--- config.mk ---
export PLATFORM = sky130hd
export DESIGN_NAME = trainer
export DESIGN_NICKNAME = d
export VERILOG_FILES = /design/src/rtl/trainer.sv
export SDC_FILE = /design/constraint.sdc
export NUM_CORES = 1
export LEC_CHECK = 0
export ABC_AREA = 0
export BUFFER_PORTS_ARGS = -buffer_cell sky130_fd_sc_hd__buf_2
export CAP_MARGIN = 20
export CORE_UTILIZATION = 45
export CTS_BUF_LIST = sky130_fd_sc_hd__clkbuf_8 sky130_fd_sc_hd__clkbuf_16
export CTS_CLUSTER_DIAMETER = 40
export CTS_CLUSTER_SIZE = 25
export DETAILED_ROUTE_END_ITERATION = 8
export PLACE_DENSITY = 0.85
export SYNTH_ARGS = -nofsm -noshare
export SYNTH_HDL_FRONTEND = slang
export SYNTH_SLANG_ARGS = --single-unit
--- constraint.sdc ---
create_clock -name clock -period 2.41 [get_ports clock]
set_input_delay 0.241 -clock clock [delete_from_list [all_inputs] [get_ports clock]]
set_output_delay 0.241 -clock clock [all_outputs]
set_load 0.005 [all_outputs]
--- src/rtl/trainer.sv ---
// trainer: far end of a node handshake chain. Accepts a sample, presents its
// arguments, collects the result, computes the saturated error target-result
// and, in training mode, returns the error and drains the propagated terms.
// Optional statistics counters are built when TRAINER_STATS_EN is defined.
module trainer #(
    parameter int unsigned N = 2
) (
    input  logic                  clock,
    input  logic                  reset,
    input  logic                  sample_valid,
    input  logic [N-1:0][7:0]     sample_data,
    input  logic [15:0]           sample_target,
    input  logic                  sample_train,
    output logic                  sample_ready,
    output logic                  train,
    output logic                  argument_valid,
    output logic [N-1:0][7:0]     argument_data,
    input  logic                  argument_ready,
    input  logic                  result_valid,
    input  logic [15:0]           result_data,
    output logic                  result_ready,
    output logic                  error_valid,
    output logic [15:0]           error_data,
    input  logic                  error_ready,
    input  logic                  propagate_valid,
    input  logic [N-1:0][15:0]    propagate_data,
    output logic                  propagate_ready,
    output logic                  done
`ifdef TRAINER_STATS_EN
    ,
    output logic [31:0]           stat_count,
    output logic [31:0]           stat_abs_error
`endif
);

    typedef enum logic [2:0] {
        S_IDLE = 3'd0,
        S_ARG  = 3'd1,
        S_RES  = 3'd2,
        S_ERR  = 3'd3,
        S_PRP  = 3'd4
    } state_t;

    state_t      state_q;
    state_t      state_d;
    logic        done_d;
    logic [15:0] target_q;
    logic [16:0] diff_c;
    logic [15:0] err_sat_c;
    logic        unused_propagate;

    // Propagated terms are consumed but not needed here.
    assign unused_propagate = ^propagate_data;

    // 17-bit difference saturated back into the 16-bit signed range.
    always_comb begin
        diff_c = {target_q[15], target_q} - {result_data[15], result_data};
        if (diff_c[16] != diff_c[15]) begin
            err_sat_c = diff_c[16] ? 16'h8000 : 16'h7FFF;
        end else begin
            err_sat_c = diff_c[15:0];
        end
    end

    // Next-state and completion decode.
    always_comb begin
        state_d = state_q;
        done_d  = 1'b0;
        case (state_q)
            S_IDLE: if (sample_valid) state_d = S_ARG;
            S_ARG:  if (argument_ready) state_d = S_RES;
            S_RES: begin
                if (result_valid) begin
                    if (train) begin
                        state_d = S_ERR;
                    end else begin
                        state_d = S_IDLE;
                        done_d  = 1'b1;
                    end
                end
            end
            S_ERR:  if (error_ready) state_d = S_PRP;
            S_PRP: begin
                if (propagate_valid) begin
                    state_d = S_IDLE;
                    done_d  = 1'b1;
                end
            end
            default: state_d = S_IDLE;
        endcase
    end

    // State register with handshake outputs registered from the next state.
    always_ff @(posedge clock or negedge reset) begin
        if (!reset) begin
            state_q         <= S_IDLE;
            sample_ready    <= 1'b1;
            argument_valid  <= 1'b0;
            result_ready    <= 1'b0;
            error_valid     <= 1'b0;
            propagate_ready <= 1'b0;
            done            <= 1'b0;
        end else begin
            state_q         <= state_d;
            sample_ready    <= (state_d == S_IDLE);
            argument_valid  <= (state_d == S_ARG);
            result_ready    <= (state_d == S_RES);
            error_valid     <= (state_d == S_ERR);
            propagate_ready <= (state_d == S_PRP);
            done            <= done_d;
        end
    end

    // Sample latch on acceptance, error capture on the result handshake.
    always_ff @(posedge clock or negedge reset) begin
        if (!reset) begin
            train         <= 1'b0;
            argument_data <= '0;
            target_q      <= 16'd0;
            error_data    <= 16'd0;
        end else begin
            if (state_q == S_IDLE && sample_valid) begin
                train         <= sample_train;
                argument_data <= sample_data;
                target_q      <= sample_target;
            end
            if (state_q == S_RES && result_valid) begin
                error_data <= err_sat_c;
            end
        end
    end

`ifdef TRAINER_STATS_EN
    logic [16:0] err_ext_c;
    logic [16:0] abs_c;
    logic [32:0] sum_c;

    // Magnitude of the saturated error; -32768 yields 32768.
    always_comb begin
        err_ext_c = {err_sat_c[15], err_sat_c};
        abs_c     = err_ext_c[16] ? (17'd0 - err_ext_c) : err_ext_c;
        sum_c     = {1'b0, stat_abs_error} + 33'(abs_c);
    end

    // Transaction count wraps; absolute error sum saturates.
    always_ff @(posedge clock or negedge reset) begin
        if (!reset) begin
            stat_count     <= 32'd0;
            stat_abs_error <= 32'd0;
        end else begin
            if (done_d) begin
                stat_count <= stat_count + 32'd1;
            end
            if (state_q == S_RES && result_valid) begin
                stat_abs_error <= sum_c[32] ? 32'hFFFF_FFFF : sum_c[31:0];
            end
        end
    end
`endif

endmodule

## Word-level counts from Yosys, hierarchy flattened

Cells that the tools add are included.

| storage, ports and cells | value |
|---|---|
| bits in registers | 58 |
| output and inout port bits | 39 |

| operators by class | value |
|---|---|
| add/subtract/negate cells | 1 |
| eq/ne operators | 9 |
| multiplexer cells | 13 |
| reductions and logical operators | 4 |

Operator list:

| kind | number |
|---|---|
| $mux W16 | 2 |
| $sub A16 B16 Y17 | 1 |
| $mux W3 | 5 |
| $pmux W3 S5 | 1 |
| $eq A3 B2 Y1 const B | 4 |
| $eq A3 B1 Y1 const B | 2 |
| $eq A3 B3 Y1 const B | 2 |
| $logic_not A3 Y1 | 2 |
| $mux W1 | 3 |
| $logic_and A1 B1 Y1 | 2 |
| $mux W2 | 1 |
| $pmux W1 S2 | 1 |
| $ne A1 B1 Y1 | 1 |

## Depth between registers and ports, before layout

| depth | value |
|---|---|
| depth after elaboration | 4 |
| mapped depth | 12 |
| depth with buffers taken out | 10 |

## Worst setup path before layout

OpenSTA, ideal clock, no wires.

| timing | value |
|---|---|
| path type | flip-flop to flip-flop |
| start | register target_q[0] |
| end | register error_data[13] |
| library setup time | 0.124 ns |
| data arrival time | 2.348 ns |
| slack | -0.062 ns |
| cell stages (with the launch flop) | 13 |
| buffers on the path | 2 |
| path through | dfrtp_1 > inv_1 > ha_1 > inv_1 > fa_1 > a211oi_1 > o211ai_1 > and2_1 > o31a_1 > buf_2 > clkbuf_1 > a22oi_1 > o21ai_1 |

| between the ends | value |
|---|---|
| cells in the longest elaborated chain, start to end | 3 |
| elaborated cells on any way between the ends | 4 |
| those cells by class | add/sub: 1; eq/ne: 1; mux: 2 |

RTL lines:

| item | line | RTL |
|---|---|---|
| from (decl) | 47 | `logic [15:0] target_q;` |
| from (signal assigned) | 125 | `target_q <= sample_target;` |
| $sub A16 B16 Y17 * | 57 | `diff_c = {target_q[15], target_q} - {result_data[15], result_data};` |
| $mux W16 or $ne A1 B1 Y1 (tied branches) | 59, 58 |  |
| $mux W16 * | 58 | `if (diff_c[16] != diff_c[15]) begin` |
| to (signal assigned) | 128 | `error_data <= err_sat_c;` |
| to (decl) | 23 | `output logic [15:0] error_data,` |

Every way passes the cells marked *; elsewhere a longest branch is shown, timed or not.
A chain may end at the register's enable or synchronous reset.

## Final worst setup path

| timing | value |
|---|---|
| start | register target_q[0] |
| end | register error_data[10] |

The elaborated chain is that of the path after synthesis.

==> results.md <==
* Status: complete, but fails checks
* Failing checks: negative setup slack
* Via count at just under 3000
* Clock Latency Late Sink at between 300 and 400 ps
* Met3 global-route usage at 0.05561
* Worst-path maximum fanout at 6
* P per Cell Area at approximately 1500 nW/µm²
* Remaining global-route overflow at 0
* Post-synthesis cell area at 3301 µm²
* CP dominant cell by count: inv_2
* Die width at around 88 µm
* CTS buffer count at 9
* Routability Congestion at 0.9548
* Worst Clk Skew at 8.128 ps
* Count of input and output buffers at 94
* Synth warn at 0
* Max_cap viols at 0
* Final hold viol count at 0
* R2r setup slk at -60 ps
* Register area share after synthesis at 0.4401
* Critical path arrival at roughly 2700 ps
* Syn_nets at around 430
* Number of antenna-violating nets in the routed design at 0
* Fmax at around 410 MHz
* Ports at between 100 and 150
* Xor and xnor area share after synthesis at 0.02123
* Synth cell count leaders: dfrtp_1, mux2_2, inv_1
* CP peak stage delay at 370 ps
* Largest net degree at the start of global routing at 59
* Hold WS at 32.01 ps
* Fin. max-slew vios at 0
* Total clock sinks at just under 60
* Number of synthesized flops with an enable pin at 0
* Layout cells sized above 1 at 0.4668
* GRT met1 Usage at 0.2755
* Final Critical Period at ~2500 ps
* Final period utilization at 1.024
* Reg2Reg Depth at 11
* Critical path's slowest cell: dfrtp_1
* Worst-path clk slew at 70 ps
* Post-synth top flop: dfrtp_1
* First-pass GRT wire length at approximately 13000 µm
* Final #Nets at between 500 and 600
* WS Path Type: register to register
* Distinct cells, synth at 57
* Vias per cell at between 5 and 6
* Root buffer cell: clkbuf_8
* Initial drt markers at 203
* RSZ-0062 raised after global routing: yes
* Final instance area at roughly 4500 µm²
* Main area contributors after synthesis: dfrtp_1, mux2_2, ha_1
* Synth-to-Final Area Change at 35.33%
* Largest family of logic cells by synthesized area: compound AO/OA/AOI/OAI gates
* Least-Margin Pin Slew at ~710 ps
* Die height at 87.65 µm
* Bufs on Longest Clock Path at 2
* Vias in the first global route at ~2800
* GR peak layer: met2
* Yosys reg bits at 58
* Setup ws final at -57.09 ps
* Final WL at roughly 7900 µm
* Leak at ~2.1 nW
* WL per Instance at 14.50 µm
* Number of antenna diodes at 0
* Relative slew slack at 0.5241
* R2r endpoint: error_data[10]$_DFFE_PN0P_
* Core area at around 6900 µm²
* R2R Path Start: target_q[0]$_DFFE_PN0P_
* Yosys top cell by area: dfrtp_1
* Mapped Cells at between 300 and 400
* Worst VDD drop at roughly 0.91 mV
* Die area at 7682 µm²
* # rows at 30
* Setup TNS at -440.8 ps
* Mux cell area share after synthesis at 0.1187
* Top cell type's share of synthesized area at 0.4321
* GR Util met2 at 0.3509
* Synth Area in Simple Gates at 0.1187
* H-Tree Depth at 3
* GRT Util Overall at 0.2148
* Initial Utilization at 0.4753
* HP Class: input pin to async pin
* DRC Markers at 0
* Worst path cell trace: inv_2 -> ha_4 -> inv_2 -> fa_2 -> a211oi_2 -> o211ai_1 -> and2_1 -> o31a_1 -> buf_12 -> a211oi_4 -> a311oi_1
* CTS tree: built
* Post-synthesis area per instance at about 10 µm²
* Most common cell in the netlist: dfrtp_1
* Async SR Flop Fraction at 1.000
* Compound-gate portion of the synthesized area at 0.1808
* DP HPWL at 5793 µm
* Non-filler cells in the finished layout at between 500 and 600
* Placed inst area at between 4000 and 5000 µm²
* Worst EP required at 2610 ps
* Drt pass-1 iters at 5
* Critical Path Source Type: register
* Initial antenna violation count at 0
* Nature of the critical path endpoint: register
* Inst Count DP at 520
* Finish-stage setup viols at 11
* Adder-Cell Fraction of Synth Area at 0.06672
-- flip-flops by register name, indices dropped and copies added (netlist names) --
name / flops
error_valid: 1
result_ready: 1
propagate_ready: 1
argument_data: 16
done: 1
state_q: 3
train: 1
target_q: 16
sample_ready: 1
error_data: 16
argument_valid: 1
-- per-stage QoR --
stage | power [mW] | worst slack [ps] | utilization
after detailed placement | 5.080 | -104.7 | 0.5818
final | 6.621 | -57.09 | 0.6432
after CTS | 6.526 | -92.62 | 0.6364
after floorplan | 3.899 | -2.758 | -
after global routing | 7.094 | -139.2 | 0.6432
after global placement | 4.931 | -58.13 | 0.5818
-- cell type report --
cell class                      count  area [µm²]
Multi-Input combinational cell    223        1789
Inverter                           21       78.83
Timing Repair Buffer              134       807.0
Clock inverter                      6       81.33
Clock buffer                       10       137.6
Fill cell                         553        2477
Sequential cell                    58        1453
Tap cell                           96       120.1
-- routing by layer --
layer,wire length [µm],vias up
li1,-,1421
met1,3387,1392
met2,3958,98
met3,445,17
met4,157,0
met5,0,-
-- critical path: cells and delay by family, from the launching register on --
kind	cells	cell delay, ps
AOI/OAI and AO/OA	5	1040
adders and majority gates	2	470
buffers and inverters	3	280
DFF	1	370
and+or+nand+nor	1	170
-- what timing repair did --
item	in CTS	in global routing
buffers inserted	7	4
resized for setup	20	11
pin swaps	10	13
hold buffers	0	0
cloned	1	1
endpoints found under the setup margin	15	16
-- power breakdown --
group | total, mW | switching (mW) | internal [mW] | leakage (nW)
clock network | 0.977 | 0.374 | 0.602 | 0.113
logic | 3.92 | 1.93 | 1.99 | 1.31
registers | 1.72 | 0.270 | 1.45 | 0.697
total | 6.62 | 2.57 | 4.05 | 2.12
-- worst max path at each step --
stage	start	end	cells past startpoint
after global routing	target_q[0]$_DFFE_PN0P_	error_data[10]$_DFFE_PN0P_	11
after detailed placement	target_q[0]$_DFFE_PN0P_	error_data[10]$_DFFE_PN0P_	11
final	target_q[0]$_DFFE_PN0P_	error_data[10]$_DFFE_PN0P_	11
after global placement	target_q[0]$_DFFE_PN0P_	error_data[10]$_DFFE_PN0P_	11
after CTS	target_q[0]$_DFFE_PN0P_	error_data[10]$_DFFE_PN0P_	11
after floorplan	target_q[0]$_DFFE_PN0P_	error_data[13]$_DFFE_PN0P_	12
-- cells in the final DEF, fill, tap and decap left out, drive strengths merged, types with 3 or more instances in the layout --
cell	instances
a211oi	5
a21o	3
a21oi	16
a22oi	6
a311oi	6
and2	3
and3	3
buf	134
clkbuf	10
dfrtp	57
ha	16
inv	22
mux2	33
nand2	20
nand2b	3
nand3	5
nand4	4
nor2	17
nor2b	4
nor3	4
nor3b	3
o211ai	4
o21ai	23
o31ai	3
or3	5
xnor2	5
xor2	3
-- cells by family (layout without fill, tap and decap cells) --
logic type               Yosys count  in the layout
AO/OA/AOI/OAI                     86             86
XOR/XNOR                           8              8
adder cells (fa/ha/maj)           17             17
buffers and inverters             40            171
flip-flops                        58             58
multiplexers                      35             35
AND/OR/NAND/NOR                   76             77
Note: power is estimated with default switching activity, not from simulation.
